===== config.mk =====
export PLATFORM = sky130hd
export DESIGN_NAME = decoder_scan_sequencer
export DESIGN_NICKNAME = d
export VERILOG_FILES = /design/src/rtl/decoder_scan_sequencer.sv
export SDC_FILE = /design/constraint.sdc
export NUM_CORES = 1
export LEC_CHECK = 0
export ABC_CLOCK_PERIOD_IN_PS = 2790
export BUFFER_PORTS_ARGS = -buffer_cell sky130_fd_sc_hd__buf_2
export CORE_MARGIN = 4
export CORE_UTILIZATION = 55
export DETAILED_ROUTE_END_ITERATION = 8
export HOLD_SLACK_MARGIN = 0.02
export PLACE_DENSITY = 0.78
export REMOVE_ABC_BUFFERS = 1
export SETUP_SLACK_MARGIN = 0.1
export SKIP_CTS_REPAIR_TIMING = 1
export SLEW_MARGIN = 40
export SYNTH_ARGS = -nofsm -noshare
export SYNTH_HDL_FRONTEND = slang
export SYNTH_SLANG_ARGS = --single-unit

===== constraint.sdc =====
create_clock -name clk -period 2.79 [get_ports clk]
set_clock_uncertainty 0.2 [all_clocks]
set_input_delay 0.1395 -clock clk [delete_from_list [all_inputs] [get_ports clk]]
set_output_delay 0.1395 -clock clk [all_outputs]
set_load 0.02 [all_outputs]

===== src/rtl/decoder_scan_sequencer.sv =====
// decoder_scan_sequencer: scans enabled rows of a 3-to-8 decoder with blanking and programmable dwell.
// Define SCAN_FRAME_CNT_EN to add the 16-bit frame_count output.
module decoder_scan_sequencer #(
    parameter int DWELL_W      = 8,
    parameter int BLANK_CYCLES = 2
) (
    input  logic               clk,
    input  logic               rst_n,
    input  logic               start,
    input  logic               stop,
    input  logic [DWELL_W-1:0] dwell,
    input  logic [7:0]         row_mask,
    output logic               sel_a,
    output logic               sel_b,
    output logic               sel_c,
    output logic               dec_en,
    output logic               busy,
`ifdef SCAN_FRAME_CNT_EN
    output logic [15:0]        frame_count,
`endif
    output logic               frame_done
);
    localparam logic [1:0] IDLE   = 2'd0;
    localparam logic [1:0] BLANK  = 2'd1;
    localparam logic [1:0] ACTIVE = 2'd2;
    localparam int BW = BLANK_CYCLES > 1 ? $clog2(BLANK_CYCLES) : 1;
    localparam int CW = DWELL_W > BW ? DWELL_W : BW;

    logic [1:0]         state, state_n;
    logic [2:0]         row, row_n, lo, nxt;
    logic [CW-1:0]      cnt, cnt_n;
    logic [DWELL_W-1:0] dwell_q, dq_n;
    logic               stop_pend, sp_n, has_nxt, wrap, halt, go;

    always_comb begin
        lo      = 3'd0;
        nxt     = 3'd0;
        has_nxt = 1'b0;
        for (int i = 7; i >= 0; i--) begin
            if (row_mask[i]) lo = 3'(i);
            if (row_mask[i] && 3'(i) > row) begin
                nxt     = 3'(i);
                has_nxt = 1'b1;
            end
        end
        halt    = stop_pend || row_mask == 8'd0;
        go      = state == IDLE && start && !stop && row_mask != 8'd0;
        wrap    = state == ACTIVE && cnt == CW'(dwell_q) && !has_nxt;
        state_n = state;
        row_n   = row;
        dq_n    = dwell_q;
        cnt_n   = cnt + CW'(1);
        case (state)
            IDLE: begin
                cnt_n = '0;
                if (go) {state_n, row_n, dq_n} = {BLANK, lo, dwell};
            end
            BLANK: if (cnt == CW'(BLANK_CYCLES - 1)) {state_n, cnt_n} = {ACTIVE, CW'(0)};
            ACTIVE: if (cnt == CW'(dwell_q)) begin
                cnt_n = '0;
                if (has_nxt) {state_n, row_n} = {BLANK, nxt};
                else if (halt) state_n = IDLE;
                else {state_n, row_n, dq_n} = {BLANK, lo, dwell};
            end
            default: {state_n, cnt_n} = {IDLE, CW'(0)};
        endcase
        // a stop seen on the final cycle still counts once the frame has wrapped into a new one
        sp_n = (wrap && halt) ? 1'b0 : stop_pend | (stop && state != IDLE);
    end

    always_ff @(posedge clk or negedge rst_n) begin
        if (!rst_n) begin
            state      <= IDLE;
            row        <= 3'd0;
            cnt        <= '0;
            dwell_q    <= '0;
            stop_pend  <= 1'b0;
            dec_en     <= 1'b0;
            busy       <= 1'b0;
            frame_done <= 1'b0;
        end else begin
            state      <= state_n;
            row        <= row_n;
            cnt        <= cnt_n;
            dwell_q    <= dq_n;
            stop_pend  <= sp_n;
            dec_en     <= state_n == ACTIVE;
            busy       <= state_n != IDLE;
            frame_done <= wrap;
        end
    end

`ifdef SCAN_FRAME_CNT_EN
    always_ff @(posedge clk or negedge rst_n) begin
        if (!rst_n) frame_count <= 16'd0;
        else if (wrap) frame_count <= frame_count + 16'd1;
    end
`endif

    assign {sel_a, sel_b, sel_c} = row;
endmodule

# After elaboration in Yosys (flattened, before gate mapping)
# Index checks and enable logic that the tools add are counted.
[totals]
word_cells = 98
inputBits = 20
output_inout_bits = 6
regBits = 25
[op_classes]
n_addsub = 1
n_bitwise = 1
n_reduce_logical = 26
order_cmp = 8
mux = 44
n_eq_ne = 10
[op_table]
columns = ["operator", "n"]
rows = [
  ["$mux W3", 20],
  ["$mux W8", 6],
  ["$pmux W8 S2", 2],
  ["$logic_and A1 B1 Y1", 15],
  ["$gt A3 B3 Y1 const A", 4],
  ["$mux W1", 11],
  ["$add A8 B1 Y8 const B", 1],
  ["$eq A8 B1 Y1 const B", 1],
  ["$eq A8 B8 Y1", 1],
  ["$logic_not A8 Y1", 1],
  ["$reduce_bool A8 Y1", 1],
  ["$gt A1 B3 Y1 const A", 2],
  ["$gt A2 B3 Y1 const A", 2],
  ["$mux W2", 3],
  ["$ne A2 B2 Y1 const B", 3],
  ["$pmux W2 S3", 1],
  ["$pmux W3 S2", 1],
  ["$reduce_bool A2 Y1", 3],
  ["$reduce_and A5 Y1", 1],
  ["$eq A2 B2 Y1 const B", 2],
  ["$reduce_and A4 Y1", 1],
  ["$ne A3 B3 Y1 const B", 1],
  ["$eq A2 B1 Y1 const B", 1],
  ["$logic_not A1 Y1", 2],
  ["4 further kinds", 4],
]

# Logic depth before layout (Yosys ltp)
# Gate-level depths: netlist (run 1).
[depth]
depth_word = 14
ltp_mapped = 8
ltp_nobuf = 8

# Worst setup path before layout (run 1)
# No wires, ideal clock.
[synth_timing]
kind = "flip-flop to flip-flop"
from = "reg row[1]"
to = "reg dwell_q[0]"
required_time_ps = 2465
path_slack_ps = 555
arrival_ps = 1910
setup_time_ps = 125
path_stages_with_launch = 9
synth_period_minus_slack_ps = 2235
n_path_buf = 2
path_cell_list = "dfrtp_1 > clkbuf_1 > o21ai_0 > o21ai_0 > nand2_1 > o21ai_1 > and3b_1 > buf_6 > mux2_4"
[synth_via]
elab_chain_len = 12
word_cells_on_any_way = 26
classes_between = "order compare (8); eq/ne (1); mux (8); reduce/logical (9)"
[synth_rtl]
columns = ["item", "line", "text"]
rows = [
  ["from (decl)", "30", "logic [2:0] row, row_n, lo, nxt;"],
  ["from (signal assigned)", "83", "row <= row_n;"],
  ["$gt A3 B3 Y1", "41", "if (row_mask[i] && 3'(i) > row) begin"],
  ["$logic_and A1 B1 Y1", "41", ""],
  ["$mux W1 (7 in a row)", "41", ""],
  ["$mux W1 (*)", "41", ""],
  ["$ne A2 B2 Y1 (no line) (*)", "-", ""],
  ["$reduce_and A5 Y1 (no line) (*)", "-", ""],
  ["to (signal assigned)", "85", "dwell_q <= dq_n;"],
  ["to (decl)", "32", "logic [DWELL_W-1:0] dwell_q, dq_n;"],
]
# Mark *: on every way between the ends. The rest lies on a longest branch, timed or not.
# A chain may end at the register's enable or synchronous reset.

# Worst setup path after layout (run 1)
[layout_timing]
from = "reg state[0]"
to = "reg dwell_q[7]"
[layout_via]
elab_chain_len = 6
word_cells_on_any_way = 12
classes_between = "eq/ne (5); mux (1); reduce/logical (6)"
[layout_rtl]
columns = ["item", "line", "text"]
rows = [
  ["from (decl)", "29", "logic [1:0] state, state_n;"],
  ["from (signal assigned)", "82", "state <= state_n;"],
  ["$logic_not A2 Y1", "47, 53", ""],
  ["$logic_and A1 B1 Y1 (3 in a row)", "47", "go = state == IDLE && start && !stop && row_mask != 8'd0;"],
  ["$ne A2 B2 Y1 (no line)", "-", ""],
  ["$reduce_and A5 Y1 (no line)", "-", ""],
]
# Several ways; a longest one is shown, not always the timed one.

==> impl_results.md, run 1 <==
- Synthesized netlist cell count: 158
- Combinational fraction of design power: 0.478
- CP cell instances: inv_1 > ha_1 > nand2_1 > nor3_1 > o21ai_1 > and3b_1 > buf_4 > mux2_4
- Endpoint of the worst hold path: frame_done
- Critical setup path kind: flip-flop to flip-flop
- Proportion of synthesized chip area in sequential cells: 0.4032
- Power per Cell Area: 799.0 mW/mm2
- Maximum root-to-sink buffer count: 2
- DIE WIDTH: 61.11 um
- Ratio of cells with drive above 1 in the final layout: 0.2513
- TritonCTS Buffers: 3
- Fraction of registers with async set/reset: 1.000
- Warnings, synthesis: 0
- Setup tns final: 0 ns
- Max Fclk: 417.0 MHz
- Period minus WS final: 2.398 ns
- End of the worst register-to-register path: dwell_q[7]
- Routed WL: 3194 um
- Number of global-route vias before repair: 1207
- Register-to-register setup slack: 0.39 ns
- Total setup violations reported at the end of the flow: 0
- Share of the synthesized area in the top cell type: 0.4032
- Final Net Count: 222
- Maximum number of pins on one net before global-route repair: 26
- I/O Buffers: 25
- Half-perimeter wire length after detailed placement: 2391 um
- Top-level port count: 26
- Worst slew margin: 0.6513
- Total congestion overflow: 0
- Data arrival time at the worst-slack endpoint: 2.41 ns
- Portion of the clock cycle consumed by the worst path in the final layout: 0.8595
- Total iterations of the first detailed-routing run: 4
- DR vias: 1255
- Drt initial violations: 35
- Worst path max stage delay: 0.46 ns
- Number of enable flip-flop cells after synthesis: 0
- Critical Path End Type: flip-flop
- Root Buffer: clkbuf_4
- P&R area growth vs syn: 17.90%
- Path type of the worst min-delay path: primary input to flip-flop
- Required time at the endpoint of the critical path: 2.80 ns
- Cell taking the most area after synthesis: dfrtp_1
- Clock network latency to the later pin of the worst-skew pair: 0.32 ns
- Clock network power share: 0.108
- Hold depth: 4
- Cell types occupying the most area after synthesis: dfrtp_1 (40%), mux2_4 (7.7%), xnor2_1 (6.2%)
- Post-synth cell types: 42
- CTS tree: built
- Setup slack at placement: 0.4696 ns
- Sequential Power Share: 0.414
- Peak supply drop: 0.5907 mV
- Cell area after layout: 0.001829 mm2
- Type of origin of the critical path: flip-flop
- Starting density of the core: 0.5990
- Standard cell core area: 0.002590 mm2
- DRC: 0
- Row cnt: 18
- Synth Area per Inst: 9.820 um2
- Floorplan die height: 61.11 um
- Transition time at the pin with the least slew margin: 0.5230 ns
- Routed wirelength normalized by instance count: 14.20 um
- Global-route usage over all layers: 0.1869
- Fin. Hold Viols: 0
- Number of antenna violations at the first check in global routing: 0
- Cell count of the worst reg-to-reg path: 8
- Finished Core Util: 0.7063
- Area of placed instances: 0.001702 mm2
- H-Tree Level Count: 1
- Post-detailed-route count of antenna-violating nets: 0
- Launching point of the worst reg2reg path: state[0]
- Synth Cell Area: 0.001551 mm2
- Startpoint of the lowest-slack hold path: row_mask[3]
- Share of total power consumed by net switching: 0.3909
- Per-cell via count in the routed design: 5.578
- Leakage power: 0.8300 nW
- Top FF cell, synth: dfrtp_1
- Maximum capacitance violations: 0
- Highest fanout seen on the critical path: 8
- Slowest CP cell: dfrtp_1
- Internal power consumption: 0.0008903 W
- Unrepaired setup endpoints after global routing: false
- Post-layout power: 0.001462 W
- Clock edge transition at the registers on the reported setup and hold paths: 0.13 ns
- Die area: 0.003734 mm2
- Diode insertion count for antenna repair: 0
- Number of max-slew violations in the final report: 0
- Final Worst Setup Slack: 0.3920 ns
- Sink Count: 25
- Wire length of the first global-routing pass: 5175 um
- Switching power summed over all nets: 0.0005713 W
- Outcome: completed
- Total of flip-flops plus latches after synthesis: 25
- Routability congestion estimate from global placement: 0.8268
- Family with the most delay on the worst path: simple AND/OR/NAND/NOR gates
- Count of buffer and inverter cells on the critical path: 2
==> final cells by class <==
| cell class | count | area (um2) |
|---|---|---|
| multi-input cells | 123 | 879.6 |
| flip-flops and latches | 25 | 625.6 |
| clock buffers | 3 | 22.52 |
| fillers | 205 | 760.7 |
| inverters | 7 | 26.28 |
| repair buffers | 36 | 232.7 |
| clock inverters | 1 | 5.005 |
| well taps | 30 | 37.54 |
==> Yosys cell counts (2+ instances only) <==
| cell | instances |
|---|---|
| inv_1 | 7 |
| mux2_2 | 5 |
| nand4_1 | 2 |
| o21ai_1 | 3 |
| nor2_1 | 20 |
| and3b_1 | 2 |
| o21ai_0 | 10 |
| nand2_1 | 8 |
| or4_4 | 2 |
| xor2_1 | 3 |
| nand2b_1 | 2 |
| ha_1 | 6 |
| nor3_1 | 2 |
| a21oi_1 | 7 |
| nand3_1 | 6 |
| dfrtp_1 | 25 |
| xnor2_1 | 11 |
| nand3b_1 | 2 |
| nor2b_1 | 5 |
| mux2_4 | 8 |
==> worst max path at each step <==
stage	from	end	cells past startpoint
after floorplan	row[1]	dwell_q[0]	6
final	state[0]	dwell_q[7]	8
after global placement	row[1]	dwell_q[1]	7
after CTS	state[0]	dwell_q[5]	8
after global routing	row[1]	dwell_q[5]	7
after detailed placement	cnt[1]	dwell_q[1]	7
==> tightest hold or removal path, stage by stage <==
cell and delay, ns:
buf_2 0.13, nand3b_1 0.12, nand3_1 0.12, nor2_1 0.05
==> power by group through the flow <==
stage | clock network [W] | logic, W | registers, W
3_5_place_dp | 0 | 0.000681 | 0.000611
4_1_cts | 0.000166 | 0.000686 | 0.000602
3_3_place_gp | 0 | 0.000666 | 0.000604
6_report | 0.000158 | 0.000698 | 0.000606
2_1_floorplan | 0 | 0.000496 | 0.000617
5_1_grt | 0.000182 | 0.000772 | 0.000624
==> through the flow <==
stage               std cells  hold WS [ns]
floorplan                 155       -0.3561
detailed placement        211      -0.04406
global route              225        0.1210
global placement          211      -0.05242
finish                    225       0.07103
CTS                       215       -0.4041
==> registers in the layout, indices dropped and copies added, names as in the netlist <==
signal      cells
busy            1
cnt             8
dec_en          1
dwell_q         8
frame_done      1
row             3
state           2
stop_pend       1
==> routing by layer <==
metal	wire, um	share of wire	track usage
met1	1403	0.44	0.2414
met3	158	0.049	0.04612
met4	19	0.0059	0.06192
met2	1614	0.51	0.3066
met5	0	0	0
==> layout by cell type (no fill, tap or decap), types with 5 or more instances in the layout <==
cell / instances
nor2_1: 20
xnor2_1: 11
dlygate4sd3_1: 10
nand3_1: 6
nand2_1: 8
nor2b_1: 5
mux2_4: 8
ha_1: 6
a21oi_1: 7
buf_2: 25
mux2_2: 5
inv_1: 7
o21ai_0: 10
dfrtp_1: 25
==> cell families after synthesis <==
group / synth area share
DFF: 0.4032
xor gates and xnor gates: 0.07903
muxes: 0.1137
adders and majority gates: 0.04839
AOI/OAI and AO/OA: 0.1298
buffers and inverters: 0.02984
and+or+nand+nor: 0.1960
Power figures use the tool's default switching activity.
==> run 2, diff against run 1 <==
Settings changed: CORE_ASPECT_RATIO set to 0.75.
==> run 2 against run 1 <==
- worst setup slack lost 0.066 ns
- core utilization is 1.2 points lower
- hold slack improved by 0.071 ns
- die area up 0.24%
- cell area rose by 1.1%
- via count grew 1.7%
- cell count increased by 2.2%
- count of clock-buffer cells in the layout did not move
- flip-flop and latch count stayed put
- critical path depth shrank 2
- highest routed layer unchanged
==> impl_results.md, run 2 (synthesis gave the netlist of run 1 again) <==
- Outcome: completed (unchanged)
- Total iterations of the first detailed-routing run: 4 (unchanged)
- Max Fclk: 405.8 MHz (was 417.0 MHz)
- Worst slew margin: 0.6346 (was 0.6513)
- Post-detailed-route count of antenna-violating nets: 0 (unchanged)
- Total setup violations reported at the end of the flow: 0 (unchanged)
- Clock edge transition at the registers on the reported setup and hold paths: 0.08 ns (was 0.13 ns)
- Internal power consumption: 0.0009318 W (was 0.0008903 W)
- Share of total power consumed by net switching: 0.3879 (was 0.3909)
- Combinational fraction of design power: 0.461 (was 0.478)
- P&R area growth vs syn: 19.19% (was 17.90%)
- TritonCTS Buffers: 3 (unchanged)
- DIE WIDTH: 69.33 um (was 61.11 um)
- Die area: 0.003743 mm2 (was 0.003734 mm2)
- Setup tns final: 0 ns (unchanged)
- Total area of sequential cells: 625.6 um2 (unchanged)
- Clock network power share: 0.138 (was 0.108)
- Standard cell core area: 0.002663 mm2 (was 0.002590 mm2)
- Starting density of the core: 0.5827 (was 0.5990)
- Number of instances in the placed design: 216 (was 211)
- Row cnt: 16 (was 18)
- Root Buffer: clkbuf_8 (was clkbuf_4)
- Finished Core Util: 0.6945 (was 0.7063)
- Data arrival time at the worst-slack endpoint: 2.42 ns (was 2.41 ns)
- Hold depth: 4 (unchanged)
- Final instance count without filler cells: 230 (was 225)
- Diode insertion count for antenna repair: 0 (unchanged)
- Top-level port count: 26 (unchanged)
- Peak supply drop: 0.4844 mV (was 0.5907 mV)
- Area of placed instances: 0.001702 mm2 (unchanged)
- Transition time at the pin with the least slew margin: 0.5481 ns (was 0.5230 ns)
- Per-cell via count in the routed design: 5.548 (was 5.578)
- Maximum capacitance violations: 0 (unchanged)
- Highest fanout seen on the critical path: 12 (was 8)
- Ratio of cells with drive above 1 in the final layout: 0.2526 (was 0.2513)
- Fin. Hold Viols: 0 (unchanged)
- Clock network latency to the later pin of the worst-skew pair: 0.27 ns (was 0.32 ns)
- Number of global-route vias before repair: 1211 (was 1207)
- Global-route usage over all layers: 0.1910 (was 0.1869)
- Wire length of the first global-routing pass: 5651 um (was 5175 um)
- Sequential Power Share: 0.401 (was 0.414)
- Number of max-slew violations in the final report: 0 (unchanged)
- Period minus WS final: 2.464 ns (was 2.398 ns)
- Unrepaired setup endpoints after global routing: false (unchanged)
- DR vias: 1276 (was 1255)
- Leakage power: 0.8320 nW (was 0.8300 nW)
- Floorplan die height: 54.00 um (was 61.11 um)
- Cell count of the worst reg-to-reg path: 6 (was 8)
- Sink Count: 25 (unchanged)
- H-Tree Level Count: 1 (unchanged)
- Largest registers: cnt (8), dwell_q (8), row (3) (unchanged)
- Multi-input logic area: 880.8 um2 (was 879.6 um2)
- Critical setup path kind: flip-flop to flip-flop (unchanged)
- DRC: 0 (unchanged)
- Switching power summed over all nets: 0.0005904 W (was 0.0005713 W)
- Path type of the worst min-delay path: primary input to flip-flop (unchanged)
- Maximum number of pins on one net before global-route repair: 26 (unchanged)
- CTS tree: built (unchanged)
- Portion of the clock cycle consumed by the worst path in the final layout: 0.8832 (was 0.8595)
- Total congestion overflow: 0 (unchanged)
- Routability congestion estimate from global placement: 0.8621 (was 0.8268)
- Leading cell types in the layout, fill and taps excluded: dfrtp_1 (25), buf_2 (25), nor2_1 (20) (unchanged)
- Cell area after layout: 0.001849 mm2 (was 0.001829 mm2)
- Half-perimeter wire length after detailed placement: 2592 um (was 2391 um)
- Final Net Count: 221 (was 222)
- Routed wirelength normalized by instance count: 14.74 um (was 14.20 um)
- Number of antenna violations at the first check in global routing: 0 (unchanged)
- Power per Cell Area: 823.1 mW/mm2 (was 799.0 mW/mm2)
- Routed WL: 3391 um (was 3194 um)
- Required time at the endpoint of the critical path: 2.74 ns (was 2.80 ns)
- Drt initial violations: 103 (was 35)
- I/O Buffers: 25 (unchanged)
- Maximum root-to-sink buffer count: 2 (unchanged)
- Critical Path End Type: flip-flop (unchanged)
- Type of origin of the critical path: flip-flop (unchanged)
- Final-layout fill cell count: 204 (was 205)
-- run 2: cell types whose count changed in the layout (fill, tap and decap cells not counted) --
cell and change:
and3b_2 +1, buf_4 -1, and3b_1 -1, clkbuf_4 -3
clkbuf_8 +3
-- run 2: worst max-delay path, stage by stage (launching register included) --
cell and delay, ns:
dfrtp_1 0.56, a21boi_0 0.19, o21ai_1 0.24, nand2_1 0.12
o21ai_1 0.29, and3b_2 0.41, mux2_4 0.33
-- run 2: metal layers --
metal / track usage / vias up / wire (um)
met5: 0 / - / 0
met4: 0.02922 / 0 / 7
met3: 0.04104 / 2 / 245
met2: 0.3370 / 49 / 1622
met1: 0.2503 / 601 / 1516
li1: - / 624 / -
-- run 2: area by class of cell --
cell class,instances,area share
tap,36,0.02436
sequential,25,0.3383
multi-input combinational,123,0.4763
inverter,7,0.01421
timing repair buffer,35,0.1218
clock buffer,3,0.02233
clock inverter,1,0.002706
-- run 2: stage by stage --
step	power [W]	setup WS (ns)	hold slack, ns
after floorplan	0.001113	0.4684	-0.3561
after global placement	0.001269	0.3577	-0.05081
after detailed placement	0.001300	0.2271	-0.04232
after CTS	0.001518	0.2167	-0.3373
after global routing	0.001637	0.1025	0.1610
final	0.001522	0.3257	0.1421
-- run 2: path summary, 6_finish.rpt --
kind	startpoint	endpoint	slack, ns
max in group asynchronous	rst_n	dwell_q[1]	1.84
setup / recovery	row[1]	dwell_q[4]	0.33
setup reg to reg	row[1]	dwell_q[4]	0.33
hold reg to reg	stop_pend	stop_pend	0.33
hold / removal	row_mask[3]	frame_done	0.14
min in group asynchronous	rst_n	state[0]	0.18
-- run 2: power groups by stage --
stage	clock [W]	sequential, W	combinational [W]
2_1_floorplan	0	0.000617	0.000496
4_1_cts	0.000220	0.000608	0.000690
6_report	0.000211	0.000610	0.000701
5_1_grt	0.000234	0.000629	0.000775
3_5_place_dp	0	0.000612	0.000687
3_3_place_gp	0	0.000605	0.000663
